<file path="src/rtl/cam_line_fill_ctrl_pkg.sv">
// Shared widths, FSM encoding and tag helper for the data-cache miss-side line filler.
package cam_line_fill_ctrl_pkg;

    localparam int AddrWidth     = 32;
    localparam int WordSelWidth  = 2;
    localparam int ByteSelWidth  = 2;
    localparam int EntryNumWidth = 4;
    localparam int TagWidth      = AddrWidth - WordSelWidth - ByteSelWidth;
    localparam int DataWidth     = 32;
    localparam int WordsPerLine  = 1 << WordSelWidth;

    typedef enum logic [2:0] {
        IDLE      = 3'd0,
        FILL_REQ  = 3'd1,
        FILL_BEAT = 3'd2,
        CAM_WRITE = 3'd3,
        DONE      = 3'd4
    } fill_state_e;

    function automatic logic [TagWidth-1:0] addrTag(input logic [AddrWidth-1:0] addr);
        return addr[AddrWidth-1 -: TagWidth];
    endfunction

endpackage

</file>
<file path="src/rtl/cam_line_fill_ctrl_if.sv">
// Bundles the LSU request, tag CAM, memory bus and data array signals of the line filler.
interface cam_line_fill_ctrl_if;
    import cam_line_fill_ctrl_pkg::*;

    logic                     in_ReqValid;
    logic [AddrWidth-1:0]     in_ReqAddr;
    logic                     in_CAMMatchUp;
    logic [TagWidth-1:0]      out_CAMInput;
    logic [EntryNumWidth-1:0] out_CAMWriteEntry;
    logic                     out_CAMWriteEnable;
    logic                     out_Stall;
    logic                     out_MemReq;
    logic [AddrWidth-1:0]     out_MemAddr;
    logic                     in_MemAck;
    logic                     in_MemDataValid;
    logic [DataWidth-1:0]     in_MemData;
    logic                     out_DataWriteEnable;
    logic [EntryNumWidth-1:0] out_DataWriteEntry;
    logic [WordSelWidth-1:0]  out_DataWriteWord;
    logic [DataWidth-1:0]     out_DataWriteData;

    modport master (
        input  in_ReqValid, in_ReqAddr, in_CAMMatchUp, in_MemAck, in_MemDataValid, in_MemData,
        output out_CAMInput, out_CAMWriteEntry, out_CAMWriteEnable, out_Stall, out_MemReq,
               out_MemAddr, out_DataWriteEnable, out_DataWriteEntry, out_DataWriteWord,
               out_DataWriteData
    );

    modport slave (
        output in_ReqValid, in_ReqAddr, in_CAMMatchUp, in_MemAck, in_MemDataValid, in_MemData,
        input  out_CAMInput, out_CAMWriteEntry, out_CAMWriteEnable, out_Stall, out_MemReq,
               out_MemAddr, out_DataWriteEnable, out_DataWriteEntry, out_DataWriteWord,
               out_DataWriteData
    );

endinterface

</file>
<file path="src/rtl/cam_line_fill_ctrl_victim_ptr.sv">
// Round-robin victim pointer: advances once per completed fill, wrapping at 2^EntryNumWidth.
module cam_victim_ptr
    import cam_line_fill_ctrl_pkg::*;
(
    input  logic                     clock,
    input  logic                     reset,
    input  logic                     i_Advance,
    output logic [EntryNumWidth-1:0] o_Ptr
);

    logic [EntryNumWidth-1:0] r_Ptr;

    always_ff @(posedge clock) begin
        if (!reset) begin
            r_Ptr <= '0;
        end else if (i_Advance) begin
            r_Ptr <= r_Ptr + EntryNumWidth'(1);
        end
    end

    assign o_Ptr = r_Ptr;

endmodule

</file>
<file path="src/rtl/cam_line_fill_ctrl.sv">
// Miss-side line filler for the tag CAM: request line, stream words, then publish the tag.
// Optional CAM_FILL_CRITICAL_WORD_FIRST_EN starts the burst at the requested word.
module cam_line_fill_ctrl
    import cam_line_fill_ctrl_pkg::*;
(
    input  logic                 clock,
    input  logic                 reset,
    cam_line_fill_ctrl_if.master bus
);

    fill_state_e              r_State;
    fill_state_e              w_NextState;
    logic [TagWidth-1:0]      r_Tag;
    logic [WordSelWidth-1:0]  r_StartWord;
    logic [WordSelWidth-1:0]  r_BeatCnt;
    logic [TagWidth-1:0]      w_ReqTag;
    logic [WordSelWidth-1:0]  w_StartWord;
    logic                     w_Miss;
    logic                     w_Advance;
    logic [EntryNumWidth-1:0] w_Victim;

    assign w_ReqTag = addrTag(bus.in_ReqAddr);
    assign w_Miss   = bus.in_ReqValid && !bus.in_CAMMatchUp;

`ifdef CAM_FILL_CRITICAL_WORD_FIRST_EN
    assign w_StartWord = bus.in_ReqAddr[WordSelWidth+ByteSelWidth-1:ByteSelWidth];
`else
    assign w_StartWord = '0;
`endif

    cam_victim_ptr u_VictimPtr (
        .clock     (clock),
        .reset     (reset),
        .i_Advance (w_Advance),
        .o_Ptr     (w_Victim)
    );

    always_ff @(posedge clock) begin
        if (!reset) begin
            r_State     <= IDLE;
            r_Tag       <= '0;
            r_StartWord <= '0;
            r_BeatCnt   <= '0;
        end else begin
            r_State <= w_NextState;
            case (r_State)
                IDLE: begin
                    if (w_Miss) begin
                        r_Tag       <= w_ReqTag;
                        r_StartWord <= w_StartWord;
                    end
                end
                FILL_REQ: begin
                    if (bus.in_MemAck) r_BeatCnt <= '0;
                end
                FILL_BEAT: begin
                    if (bus.in_MemDataValid) r_BeatCnt <= r_BeatCnt + WordSelWidth'(1);
                end
                default: ;
            endcase
        end
    end

    // Reset low forces idle outputs in the same cycle so an aborted fill never writes anything.
    always_comb begin
        w_NextState             = r_State;
        w_Advance               = 1'b0;
        bus.out_CAMInput        = (r_State == IDLE) ? w_ReqTag : r_Tag;
        bus.out_CAMWriteEntry   = w_Victim;
        bus.out_CAMWriteEnable  = 1'b0;
        bus.out_Stall           = 1'b0;
        bus.out_MemReq          = 1'b0;
        bus.out_MemAddr         = '0;
        bus.out_DataWriteEnable = 1'b0;
        bus.out_DataWriteEntry  = '0;
        bus.out_DataWriteWord   = '0;
        bus.out_DataWriteData   = '0;

        if (!reset) begin
            w_NextState      = IDLE;
            bus.out_CAMInput = w_ReqTag;
        end else begin
            case (r_State)
                IDLE: begin
                    if (w_Miss) begin
                        bus.out_Stall = 1'b1;
                        w_NextState   = FILL_REQ;
                    end
                end
                FILL_REQ: begin
                    bus.out_Stall   = 1'b1;
                    bus.out_MemReq  = 1'b1;
                    bus.out_MemAddr = {r_Tag, r_StartWord, {ByteSelWidth{1'b0}}};
                    if (bus.in_MemAck) w_NextState = FILL_BEAT;
                end
                FILL_BEAT: begin
                    bus.out_Stall = 1'b1;
                    if (bus.in_MemDataValid) begin
                        bus.out_DataWriteEnable = 1'b1;
                        bus.out_DataWriteEntry  = w_Victim;
                        bus.out_DataWriteWord   = r_StartWord + r_BeatCnt;
                        bus.out_DataWriteData   = bus.in_MemData;
                        if (r_BeatCnt == WordSelWidth'(WordsPerLine - 1)) w_NextState = CAM_WRITE;
                    end
                end
                CAM_WRITE: begin
                    bus.out_Stall          = 1'b1;
                    bus.out_CAMWriteEnable = 1'b1;
                    w_Advance              = 1'b1;
                    w_NextState            = DONE;
                end
                DONE: begin
                    w_NextState = IDLE;
                end
                default: begin
                    w_NextState = IDLE;
                end
            endcase
        end
    end

endmodule

</file>
<file path="src/flat_wrapper.sv">
// flat-port wrapper written by rule: the top's interface ports become plain ports
module cam_line_fill_ctrl_flat import cam_line_fill_ctrl_pkg::*;
  (clock, reset, bus_in_ReqValid, bus_in_ReqAddr, bus_in_CAMMatchUp, bus_in_MemAck, bus_in_MemDataValid, bus_in_MemData, bus_out_CAMInput, bus_out_CAMWriteEntry, bus_out_CAMWriteEnable, bus_out_Stall, bus_out_MemReq, bus_out_MemAddr, bus_out_DataWriteEnable, bus_out_DataWriteEntry, bus_out_DataWriteWord, bus_out_DataWriteData);
  cam_line_fill_ctrl_if bus_i ();
  input  logic clock;
  input  logic reset;
  input wire logic [$bits(bus_i.in_ReqValid)-1:0] bus_in_ReqValid;
  input wire logic [$bits(bus_i.in_ReqAddr)-1:0] bus_in_ReqAddr;
  input wire logic [$bits(bus_i.in_CAMMatchUp)-1:0] bus_in_CAMMatchUp;
  input wire logic [$bits(bus_i.in_MemAck)-1:0] bus_in_MemAck;
  input wire logic [$bits(bus_i.in_MemDataValid)-1:0] bus_in_MemDataValid;
  input wire logic [$bits(bus_i.in_MemData)-1:0] bus_in_MemData;
  output wire logic [$bits(bus_i.out_CAMInput)-1:0] bus_out_CAMInput;
  output wire logic [$bits(bus_i.out_CAMWriteEntry)-1:0] bus_out_CAMWriteEntry;
  output wire logic [$bits(bus_i.out_CAMWriteEnable)-1:0] bus_out_CAMWriteEnable;
  output wire logic [$bits(bus_i.out_Stall)-1:0] bus_out_Stall;
  output wire logic [$bits(bus_i.out_MemReq)-1:0] bus_out_MemReq;
  output wire logic [$bits(bus_i.out_MemAddr)-1:0] bus_out_MemAddr;
  output wire logic [$bits(bus_i.out_DataWriteEnable)-1:0] bus_out_DataWriteEnable;
  output wire logic [$bits(bus_i.out_DataWriteEntry)-1:0] bus_out_DataWriteEntry;
  output wire logic [$bits(bus_i.out_DataWriteWord)-1:0] bus_out_DataWriteWord;
  output wire logic [$bits(bus_i.out_DataWriteData)-1:0] bus_out_DataWriteData;
  assign bus_i.in_ReqValid = bus_in_ReqValid;
  assign bus_i.in_ReqAddr = bus_in_ReqAddr;
  assign bus_i.in_CAMMatchUp = bus_in_CAMMatchUp;
  assign bus_i.in_MemAck = bus_in_MemAck;
  assign bus_i.in_MemDataValid = bus_in_MemDataValid;
  assign bus_i.in_MemData = bus_in_MemData;
  assign bus_out_CAMInput = bus_i.out_CAMInput;
  assign bus_out_CAMWriteEntry = bus_i.out_CAMWriteEntry;
  assign bus_out_CAMWriteEnable = bus_i.out_CAMWriteEnable;
  assign bus_out_Stall = bus_i.out_Stall;
  assign bus_out_MemReq = bus_i.out_MemReq;
  assign bus_out_MemAddr = bus_i.out_MemAddr;
  assign bus_out_DataWriteEnable = bus_i.out_DataWriteEnable;
  assign bus_out_DataWriteEntry = bus_i.out_DataWriteEntry;
  assign bus_out_DataWriteWord = bus_i.out_DataWriteWord;
  assign bus_out_DataWriteData = bus_i.out_DataWriteData;
  cam_line_fill_ctrl u_core (.clock(clock), .reset(reset), .bus(bus_i));
endmodule
</file>
<file path="config.mk">
export PLATFORM = sky130hd
export DESIGN_NAME = cam_line_fill_ctrl_flat
export DESIGN_NICKNAME = d
export VERILOG_FILES = /design/src/rtl/cam_line_fill_ctrl_pkg.sv /design/src/rtl/cam_line_fill_ctrl_if.sv /design/src/rtl/cam_line_fill_ctrl_victim_ptr.sv /design/src/rtl/cam_line_fill_ctrl.sv /design/src/flat_wrapper.sv
export SDC_FILE = /design/constraint.sdc
export NUM_CORES = 1
export LEC_CHECK = 0
export CAP_MARGIN = 20
export CORE_UTILIZATION = 38
export DETAILED_ROUTE_END_ITERATION = 12
export PLACE_DENSITY_LB_ADDON = 0.12
export SETUP_SLACK_MARGIN = 0.4
export SLEW_MARGIN = 10
export SYNTH_ARGS = -nofsm -noshare
export SYNTH_HDL_FRONTEND = slang
export SYNTH_HIERARCHICAL = 1
export SYNTH_SLANG_ARGS = --single-unit
</file>
<file path="constraint.sdc">
create_clock -name clock -period 2.9 [get_ports clock]
set_clock_uncertainty 0.1 [all_clocks]
set_input_delay 0.435 -clock clock [delete_from_list [all_inputs] [get_ports clock]]
set_output_delay 0.435 -clock clock [all_outputs]
set_load 0.005 [all_outputs]
</file>
==> qor.yml <==
floorplanning:
  initial_core_util: 0.402
  die_h_um: 81.9
  die_w_um: 81.9
  rows: 28
  dieArea_um2: 6700
  ios: 176
  core-area_um2: 6030
detailed_routing:
  ant_nets: 0
  wire_per_inst_um: 14.4
  vias: 2526
  route.detailed.drc: 0
  viasPerCell: 4.77
  drt_iter0_drc: 60
  wl_um: 7630
  first_pass_iters: 4
setup_path:
  path_class: "flip-flop to output pin"
  r2r_cells: 4
  critPathCaptureType: "output pin"
  critical_path.startpoint_type: "flip-flop"
  path_buf_inv: 3
  required_ns: 2.37
  worstPathCellList: "nand3b_1 > nor2_4 > buf_6 > bufbuf_16 > and2_1 > clkdlybuf4s50_1"
  cpPeakStageDelay_ns: 0.50
  crit_slowest_cell: "clkdlybuf4s50_1"
  critical-path-top-delay-family: "buffers and inverters"
  r2r-end: "u_core/r_Tag[27]$_SDFFE_PN0P_"
  reg2reg_from: "u_core/r_State[0]$_SDFFE_PN0P_"
  critPathArrivalTime_ns: 2.00
  crit_fanout: 10
  reg2reg_setup_slack_ns: 1.17
timing:
  maxSlewViolCount: 0
  setup_viol: 0
  tns_ns: 0
  hold_viol: 0
  rsz0062_at_grt: "true"
  post-route-period-util: 0.875
  layout_min_cycle_time_ns: 2.54
  max_freq_mhz: 394
pwr:
  leakagePower_nw: 2.69
  fin_total_pwr_mw: 1.38
  p_per_area_nw_per_um2: 300
  ir_drop_v: 0.000218
cts:
  cts-root-buf: "clkbuf_8"
  ctsHoldBuffers: 0
  tritoncts: "built"
  clock_latency_ns: 0.29
  cts.clk_slew.worst_paths_ns: 0.07
  htree_levels: 2
  ctsLongestPathBuffers: 2
  cts_made_buffers: 5
  clock-sinks: 37
logic_synthesis:
  synthCells: 276
  ys_seq_area_frac: 0.306
  synth-async-reset-ratio: 0
  yosys_warnings: 6
  synth_edf_count: 0
  ys_seq_elements: 37
  syn_area_per_cell_um2: 8.78
  syn_area_um2: 2420
  yosysUniqueCellTypes: 39
  ys.flop_type: "dfxtp_1"
global_routing:
  grt_max_degree: 48
  grt_usage: 0.211
  grt_overflow: 0
  antenna_found_initial: 0
  grt_pass1_wl_um: 10900
  first_global_vias: 2353
place:
  post-place-cells: 504
  port-buffer-count: 167
  hpwl_um: 5110
  gp_congestion: 0.762
hold_path:
  hold_path_startpoint: "u_core/r_Tag[15]$_SDFFE_PN0P_"
  min_path_type: "flip-flop to flip-flop"
  holdPathStages: 2
  min_delay_worst_endpoint: "u_core/r_Tag[15]$_SDFFE_PN0P_"
final_layout:
  layout.nets: 526
  final_common_cell: "clkdlybuf4s50_1"
  stdcell_count: 530
  diodes: 0
  final_cell_mix: "100 x clkdlybuf4s50_1, 67 x and2_1, 58 x nand2_1, 55 x dlymetal6s2s_1, 34 x dfxtp_1"
  drive_above_1_share: 0.158
  area_delta_synth_final_pct: 90.0
run_status:
  status: "finished, final reports clean"
job:
  maxCapViolCount: 0
cells in the mapped netlist, types with 2 or more instances:
| master | instances | area [um^2] |
|---|---|---|
| dfxtp_1 | 37 | 741 |
| ha_1 | 2 | 25.0 |
| clkbuf_1 | 5 | 18.8 |
| buf_1 | 3 | 11.3 |
| mux2i_1 | 31 | 310 |
| nand2b_1 | 2 | 12.5 |
| clkbuf_2 | 2 | 10.0 |
| buf_6 | 3 | 33.8 |
| mux2_2 | 27 | 304 |
| buf_2 | 4 | 20.0 |
| nand2_1 | 58 | 218 |
| nand3b_1 | 2 | 15.0 |
| buf_4 | 7 | 52.6 |
| and3_1 | 2 | 12.5 |
| and2_1 | 67 | 419 |
metrics by stage:
| stage | utilization | cell area [um^2] | hold slack [ns] | setup WS, ns |
|---|---|---|---|---|
| 2_1_floorplan | - | 2430 | 0.339 | 1.05 |
| 3_3_place_gp | 0.681 | 4110 | 0.350 | 0.273 |
| 3_5_place_dp | 0.681 | 4110 | 0.357 | 0.216 |
| 4_1_cts | 0.726 | 4380 | 0.373 | 0.331 |
| 5_1_grt | 0.764 | 4600 | 0.384 | 0.265 |
| 6_report | 0.764 | 4600 | 0.369 | 0.362 |
logic make-up after synthesis:
kind of cell	Yosys count	share of synthesized area
and+or+nand+nor	140	0.315
muxes	59	0.258
DFF	37	0.306
buffers and inverters	26	0.0681
AOI/OAI and AO/OA	10	0.0377
adders and majority gates	2	0.0103
other	1	0.00155
xor gates and xnor gates	1	0.00361
worst reg2reg max path: cells and delay by family, from the launching register on:
family	cells	cell delay, ns
mux	1	0.27
buf+inv	2	0.63
simple gates	1	0.28
flops	1	0.38
per-layer routing:
metal	vias up	routed length [um]	share of wire	global-route usage
met3	7	571	0.075	0.0611
li1	1246	-	-	-
met2	100	3940	0.52	0.392
met4	0	96	0.013	0.0544
met1	1173	3020	0.40	0.231
met5	-	0	0	0
power breakdown:
| part | internal (mW) | switching, mW | total [mW] | leakage (nW) |
|---|---|---|---|---|
| clock | 0.281 | 0.184 | 0.465 | 0.0585 |
| sequential | 0.532 | 0.0197 | 0.552 | 0.304 |
| combinational | 0.236 | 0.129 | 0.365 | 2.32 |
repair_timing:
item                                    4_1_cts  5_1_grt
gates resized for setup                      25       71
buffers inserted                              8        4
gates cloned                                  4        2
pin swaps                                     1        0
endpoints found under the setup margin       95       85
flip-flops by register name, indices dropped and copies added, names as in the netlist:
name,cells
u_core/u_VictimPtr/o_Ptr,4
u_core/r_State,3
u_core/r_BeatCnt,2
u_core/r_Tag,28
how the worst max path moves through the flow:
| stage | start | endpoint | slack [ns] | cells after the start |
|---|---|---|---|---|
| after floorplan | u_core/r_State[0]$_SDFFE_PN0P_ | bus_out_CAMInput[10] | 1.05 | 3 |
| after global routing | u_core/r_State[0]$_SDFFE_PN0P_ | bus_out_DataWriteData[18] | 0.26 | 6 |
| final | u_core/r_State[0]$_SDFFE_PN0P_ | bus_out_DataWriteData[18] | 0.36 | 6 |
| after global placement | bus_in_MemDataValid | bus_out_DataWriteWord[0] | 0.27 | 6 |
| after CTS | u_core/r_State[2]$_SDFFE_PN0P_ | bus_out_CAMInput[24] | 0.33 | 5 |
| after detailed placement | bus_in_MemDataValid | bus_out_DataWriteData[4] | 0.22 | 6 |
area by class of cell:
class                      instances  area, um^2
timing repair buffer             193        2090
multi-input combinational        216        1550
fill                             442        1420
sequential                        37         752
tap                               75        93.8
clock buffer                       7        86.3
clock inverter                     1        30.0
inverter                           1        3.75
Note: power is estimated with default switching activity, not from simulation.
